## config.mk

```make
export PLATFORM = sky130hd
export DESIGN_NAME = sram_ctrl
export DESIGN_NICKNAME = d
export VERILOG_FILES = /design/src/rtl/sram_ctrl_pkg.sv /design/src/rtl/sram_ctrl.sv
export SDC_FILE = /design/constraint.sdc
export NUM_CORES = 1
export LEC_CHECK = 0
export ABC_AREA = 1
export BUFFER_PORTS_ARGS = -buffer_cell sky130_fd_sc_hd__buf_2
export CAP_MARGIN = 10
export CORE_MARGIN = 3
export CORE_UTILIZATION = 51
export DETAILED_ROUTE_END_ITERATION = 10
export PLACE_DENSITY = 0.84
export RECOVER_POWER = 50
export SYNTH_ARGS = -nofsm -noshare
export SYNTH_HDL_FRONTEND = slang
export SYNTH_SLANG_ARGS = --single-unit
```

## constraint.sdc

```tcl
create_clock -name i_clk -period 3.6 [get_ports i_clk]
set_input_delay 0.18 -clock i_clk [delete_from_list [all_inputs] [get_ports i_clk]]
set_output_delay 0.18 -clock i_clk [all_outputs]
set_load 0.005 [all_outputs]
```

## src/rtl/sram_ctrl_pkg.sv

```systemverilog
// sram_ctrl_pkg: shared types and helpers for the sram_ctrl Wishbone-to-SRAM bridge.
//   state_t : controller state (IDLE, ACTIVE, GAP, DONE)
//   clog2   : ceiling log2, used for the beat-index and wait-counter widths
package sram_ctrl_pkg;

    typedef enum logic [1:0] {
        IDLE,
        ACTIVE,
        GAP,
        DONE
    } state_t;

    function automatic int clog2(input int unsigned v);
        int          r;
        int unsigned x;
        r = 0;
        x = 1;
        while (x < v) begin
            x = x << 1;
            r++;
        end
        return r;
    endfunction

endpackage

```

## src/rtl/sram_ctrl.sv

```systemverilog
// sram_ctrl: pipelined Wishbone slave driving an asynchronous SRAM narrower than
// the bus. Each bus word is split into NB = DW/RW beats, beat 0 carrying the most
// significant RAM word. Write beats with no byte selected are skipped.
//   i_clk, i_reset                : clock, synchronous active-high reset
//   i_wb_cyc/stb/we/addr/data/sel : Wishbone request
//   o_wb_stall/ack/data           : Wishbone response
//   o_ram_ce_n/oe_n/we_n          : SRAM strobes, active low
//   o_ram_addr                    : {word address, beat index}
//   o_ram_data, o_ram_sel         : write data, active-low byte lanes
//   o_ram_drive                   : pad output enable (write beats only)
//   i_ram_data                    : read data from the pad
module sram_ctrl
    import sram_ctrl_pkg::*;
#(
    parameter int AW      = 15,
    parameter int DW      = 32,
    parameter int RW      = 16,
    parameter int RD_WAIT = 2,
    parameter int WR_WAIT = 2
) (
    input  logic                       i_clk,
    input  logic                       i_reset,
    input  logic                       i_wb_cyc,
    input  logic                       i_wb_stb,
    input  logic                       i_wb_we,
    input  logic [AW-1:0]              i_wb_addr,
    input  logic [DW-1:0]              i_wb_data,
    input  logic [DW/8-1:0]            i_wb_sel,
    output logic                       o_wb_stall,
    output logic                       o_wb_ack,
    output logic [DW-1:0]              o_wb_data,
    output logic                       o_ram_ce_n,
    output logic                       o_ram_oe_n,
    output logic                       o_ram_we_n,
    output logic [AW+clog2(DW/RW)-1:0] o_ram_addr,
    output logic [RW-1:0]              o_ram_data,
    output logic                       o_ram_drive,
    output logic [RW/8-1:0]            o_ram_sel,
    input  logic [RW-1:0]              i_ram_data
);

    localparam int NB   = DW / RW;
    localparam int LGNB = clog2(NB);
    localparam int BW   = (LGNB > 0) ? LGNB : 1;
    localparam int SB   = RW / 8;
    localparam int CW   = clog2(((RD_WAIT > WR_WAIT) ? RD_WAIT : WR_WAIT) + 1);
    localparam logic [CW-1:0] RD_LOAD = CW'(RD_WAIT - 1);
    localparam logic [CW-1:0] WR_LOAD = CW'(WR_WAIT - 1);

    state_t            r_state, w_next;
    logic [AW-1:0]     r_addr;
    logic [DW-1:0]     r_data;
    logic [DW/8-1:0]   r_sel;
    logic              r_we;
    logic [BW-1:0]     r_beat;
    logic [CW-1:0]     r_wait;
    logic              r_abort;
    logic [DW-1:0]     r_rdata;

    logic              w_accept;
    logic              w_active;
    logic [NB-1:0]     w_in_en, w_cur_en;
    logic              w_in_found, w_nx_found;
    logic [BW-1:0]     w_in_beat, w_nx_beat;
    logic [RW-1:0]     w_beat_data;
    logic [SB-1:0]     w_beat_sel;

    assign w_accept = (r_state == IDLE || r_state == DONE) && i_wb_cyc && i_wb_stb;
    assign w_active = (r_state == ACTIVE);

    // Priority scans: first live beat of the incoming request, and the next live
    // beat after the current one. Reads use every beat.
    always_comb begin
        w_in_en    = '0;
        w_cur_en   = '0;
        w_in_found = 1'b0;
        w_in_beat  = '0;
        w_nx_found = 1'b0;
        w_nx_beat  = '0;
        for (int unsigned i = 0; i < NB; i++) begin
            w_in_en[i]  = !i_wb_we || (|i_wb_sel[DW/8-1-i*SB -: SB]);
            w_cur_en[i] = !r_we || (|r_sel[DW/8-1-i*SB -: SB]);
        end
        for (int unsigned i = 0; i < NB; i++) begin
            if (w_in_en[i] && !w_in_found) begin
                w_in_found = 1'b1;
                w_in_beat  = BW'(i);
            end
            if (w_cur_en[i] && !w_nx_found && (BW'(i) > r_beat)) begin
                w_nx_found = 1'b1;
                w_nx_beat  = BW'(i);
            end
        end
    end

    always_comb begin
        w_beat_data = '0;
        w_beat_sel  = '0;
        for (int unsigned i = 0; i < NB; i++) begin
            if (BW'(i) == r_beat) begin
                w_beat_data = r_data[DW-1-i*RW -: RW];
                w_beat_sel  = r_sel[DW/8-1-i*SB -: SB];
            end
        end
    end

    always_comb begin
        w_next      = r_state;
        o_wb_stall  = 1'b1;
        o_wb_ack    = 1'b0;
        o_ram_ce_n  = 1'b1;
        o_ram_oe_n  = 1'b1;
        o_ram_we_n  = 1'b1;
        o_ram_drive = 1'b0;
        o_ram_sel   = '1;
        unique case (r_state)
            IDLE: begin
                o_wb_stall = 1'b0;
                if (w_accept) w_next = w_in_found ? ACTIVE : DONE;
            end
            ACTIVE: begin
                o_ram_ce_n  = 1'b0;
                o_ram_oe_n  = r_we;
                o_ram_we_n  = !r_we;
                o_ram_drive = r_we;
                o_ram_sel   = r_we ? ~w_beat_sel : '0;
                // The beat always runs to completion; a dropped cyc only stops the next one.
                if (r_wait == '0)
                    w_next = (w_nx_found && i_wb_cyc && !r_abort) ? GAP : DONE;
            end
            GAP: begin
                w_next = i_wb_cyc ? ACTIVE : DONE;
            end
            DONE: begin
                o_wb_stall = 1'b0;
                o_wb_ack   = i_wb_cyc && !r_abort;
                w_next     = w_accept ? (w_in_found ? ACTIVE : DONE) : IDLE;
            end
            default: w_next = IDLE;
        endcase
    end

    always_ff @(posedge i_clk) begin
        if (i_reset) begin
            r_state <= IDLE;
            r_addr  <= '0;
            r_data  <= '0;
            r_sel   <= '0;
            r_we    <= 1'b0;
            r_beat  <= '0;
            r_wait  <= '0;
            r_abort <= 1'b0;
        end else begin
            r_state <= w_next;
            if (w_accept) begin
                r_addr  <= i_wb_addr;
                r_data  <= i_wb_data;
                r_sel   <= i_wb_sel;
                r_we    <= i_wb_we;
                r_beat  <= w_in_beat;
                r_wait  <= i_wb_we ? WR_LOAD : RD_LOAD;
                r_abort <= 1'b0;
            end else if (r_state == ACTIVE) begin
                if (!i_wb_cyc) r_abort <= 1'b1;
                if (r_wait != '0) begin
                    r_wait <= r_wait - 1'b1;
                end else begin
                    r_wait <= r_we ? WR_LOAD : RD_LOAD;
                    if (w_next == GAP) r_beat <= w_nx_beat;
                end
            end else if (r_state == GAP && !i_wb_cyc) begin
                r_abort <= 1'b1;
            end
        end
    end

    // Read data is not reset; it is only meaningful in the ack cycle.
    always_ff @(posedge i_clk) begin
        if (w_active && r_wait == '0 && !r_we) begin
            for (int unsigned i = 0; i < NB; i++)
                if (BW'(i) == r_beat) r_rdata[DW-1-i*RW -: RW] <= i_ram_data;
        end
    end

    assign o_wb_data  = r_rdata;
    assign o_ram_data = w_beat_data;

    generate
        if (LGNB > 0) begin : g_beat_addr
            assign o_ram_addr = {r_addr, r_beat};
        end else begin : g_word_addr
            assign o_ram_addr = r_addr;
        end
    endgenerate

endmodule

```

==> results.py <==
metrics = {
    "routing": {
        "final_antenna_net_count": 0,
        "wl_per_cell_um": 13.10,
        "viasPerCell": 4.939,
        "drtIter0Drc": 133,
        "dr.pass1.iters": 4,
        "routed_wl_um": 8111,
        "route.detailed.drc": 0,
        "vias": 3057,
    },
    "critical_path": {
        "arrival_ps": 2390,
        "crit_required_ps": 3830,
        "end_kind": "register",
        "critPathKind": "register to register",
        "cp-start-kind": "register",
        "cp_max_fo": 15,
    },
    "clocking": {
        "ctsRootBufferMaster": "clkbuf_8",
        "numCtsBuffers": 9,
        "cts_buffer_depth": 2,
        "clk_latency_ps": 330,
        "ctsHoldBuffers": 0,
        "cts_setup_buffers": 0,
        "htreeDepth": 3,
        "cts_tree": "built",
        "clock-sinks": 90,
        "clk_pin_slew_ps": 80,
        "cts.repair.resized": 0,
    },
    "pwr": {
        "pwr-share-clk_pct": 22.0,
        "totalPowerFinal_mw": 2.717,
        "power.internal_mw": 1.827,
        "p_per_area_nw_per_um2": 625.5,
        "combPwrFrac_pct": 29.2,
        "switching_share_pct": 32.76,
        "power_leakage_nw": 1.892,
        "p_sw_uw": 889.9,
        "vdd_ir_drop_max_mv": 0.3119,
        "p_seq_share_pct": 48.8,
    },
    "job": {
        "max-cap-violations": 0,
    },
    "floorplan": {
        "core_area_sq_um": 6459,
        "die_h_um": 88.18,
        "io_pins": 144,
        "initial_utilization_pct": 53.33,
        "row_count": 29,
        "die_x_um": 88.18,
        "die-area_sq_um": 7776,
    },
    "timing": {
        "skew_ps": 7.675,
        "setup_viol_count_final": 0,
        "tightestPinTransition_ps": 1014,
        "hold_viol": 0,
        "fin_crit_sh_pct": 60.16,
        "slew_viol_final": 0,
        "fin_tns_setup_ps": 0,
        "fin_hold_ws_ps": 34.63,
        "fmax_mhz": 461.7,
        "period_needed_ps": 2166,
        "rsz0062_at_grt": "false",
        "slew_headroom_pct": 32.40,
    },
    "global_routing": {
        "grt_max_degree": 52,
        "gr-total-overflow": 0,
        "grt_pass1_wl_um": 12810,
        "grt_pass1_vias": 2896,
        "antenna_found_initial": 0,
        "gr-usage-all-layers_pct": 20.80,
    },
    "final_layout": {
        "final_common_cell": "nor2_1",
        "fillers": 563,
        "drive_gt1_share_pct": 21.96,
        "layout_common_cells": "nor2_1 (108), buf_2 (98), nand2_1 (72)",
        "fin_nets": 613,
        "insertedDiodeCount": 0,
        "synthToLayoutAreaGrowth_pct": 26.08,
        "finish.utilization_pct": 67.24,
    },
    "logic_synthesis": {
        "ys_types": 21,
        "synth-edff-count": 32,
        "synth_area_sq_um": 3445,
        "synthCells": 398,
        "syn-num-nets": 474,
        "synthArstFlopShare_pct": 0,
        "yosys_warnings": 0,
        "avgSynthCellArea_sq_um": 8.655,
        "synth-seq-area-share_pct": 61.61,
        "yosys_register_bits": 90,
        "synth_top_flop_cell": "dfxtp_1",
    },
    "placement": {
        "port_buffers": 143,
        "place_hpwl_um": 5799,
        "gp_congestion": 0.9453,
    },
    "worst_hold_path": {
        "min_path_type": "input port to register",
    },
    "outcome": {
        "status": "completed",
    },
}
## cells by family after synthesis
kind of cell,share of synthesized area [%]
simple gates,22.09
flops,61.61
compound gates,9.953
buf+inv,4.903
fa+ha+maj,1.453
## stage by stage
| stage | cells | setup slack (ps) | instance area [sq um] |
|---|---|---|---|
| floorplan | 398 | 1559 | 3445 |
| global placement | 602 | 1793 | 4208 |
| detailed placement | 602 | 1658 | 4208 |
| CTS | 618 | 1628 | 4380 |
| global route | 619 | 1221 | 4343 |
| finish | 619 | 1434 | 4343 |
## flip-flops by register name, summed over array words and instances, names as in the netlist
signal	flops
o_wb_data	32
r_abort	1
r_addr	15
r_beat	1
r_data	32
r_sel	4
r_state	2
r_wait	2
r_we	1
## critical path: stages, from the launching register on
cell and delay (ps):
dfxtp_1 370, inv_1 100, ha_1 370, clkinv_1 60, nand3_1 360, nor2_1 250
nand2_1 80, nand2_1 50, nand2_1 70, nor2_2 80, nand2_1 70, a21oi_1 130
nor2_1 60
## final cells by class
class | instances | area, sq um | area share (%)
clock buffer | 13 | 158.9 | 3.659
clock inverter | 3 | 13.76 | 0.3169
inverter | 20 | 75.07 | 1.729
multi-input combinational | 266 | 1149 | 26.45
sequential | 90 | 2122 | 48.86
tap | 77 | 96.34 | 2.218
timing repair buffer | 150 | 728.2 | 16.77
## path summary, 6_finish.rpt
kind             startpoint  depth (start not counted)            end  slack (ps)
max reg2reg      r_state[0]                         12         r_beat        1430
min reg2reg      r_data[19]                          2     r_data[19]         460
max              r_state[0]                         12         r_beat        1430
min          i_ram_data[10]                          1  o_wb_data[26]          30
## Yosys cell counts, types with 3 or more instances
cell type	n	area share (%)
ha_1	4	1.5
inv_1	18	2.0
dfxtp_1	58	34
edfxtp_1	32	28
nand3_1	8	1.2
nor2_1	108	12
nand2_1	72	7.8
o21ai_0	55	8.0
buf_2	3	0.44
clkbuf_1	14	1.5
a21oi_1	11	1.6
buf_1	3	0.33
## layer usage
| layer | part of all wire [%] | global-route usage, % |
|---|---|---|
| met4 | 1.6 | 7.418 |
| met1 | 44 | 25.07 |
| met3 | 8.5 | 5.738 |
| met2 | 46 | 35.62 |
| met5 | 0 | 0 |
## power by group through the flow
stage               registers (mW)  logic (mW)  clock network (mW)
floorplan                     1.35       0.513                   0
global placement              1.34       0.796                   0
detailed placement            1.35       0.819                   0
CTS                           1.32       0.823               0.617
global route                  1.35       0.916               0.651
finish                        1.33       0.793               0.597
Power figures use the tool's default switching activity.
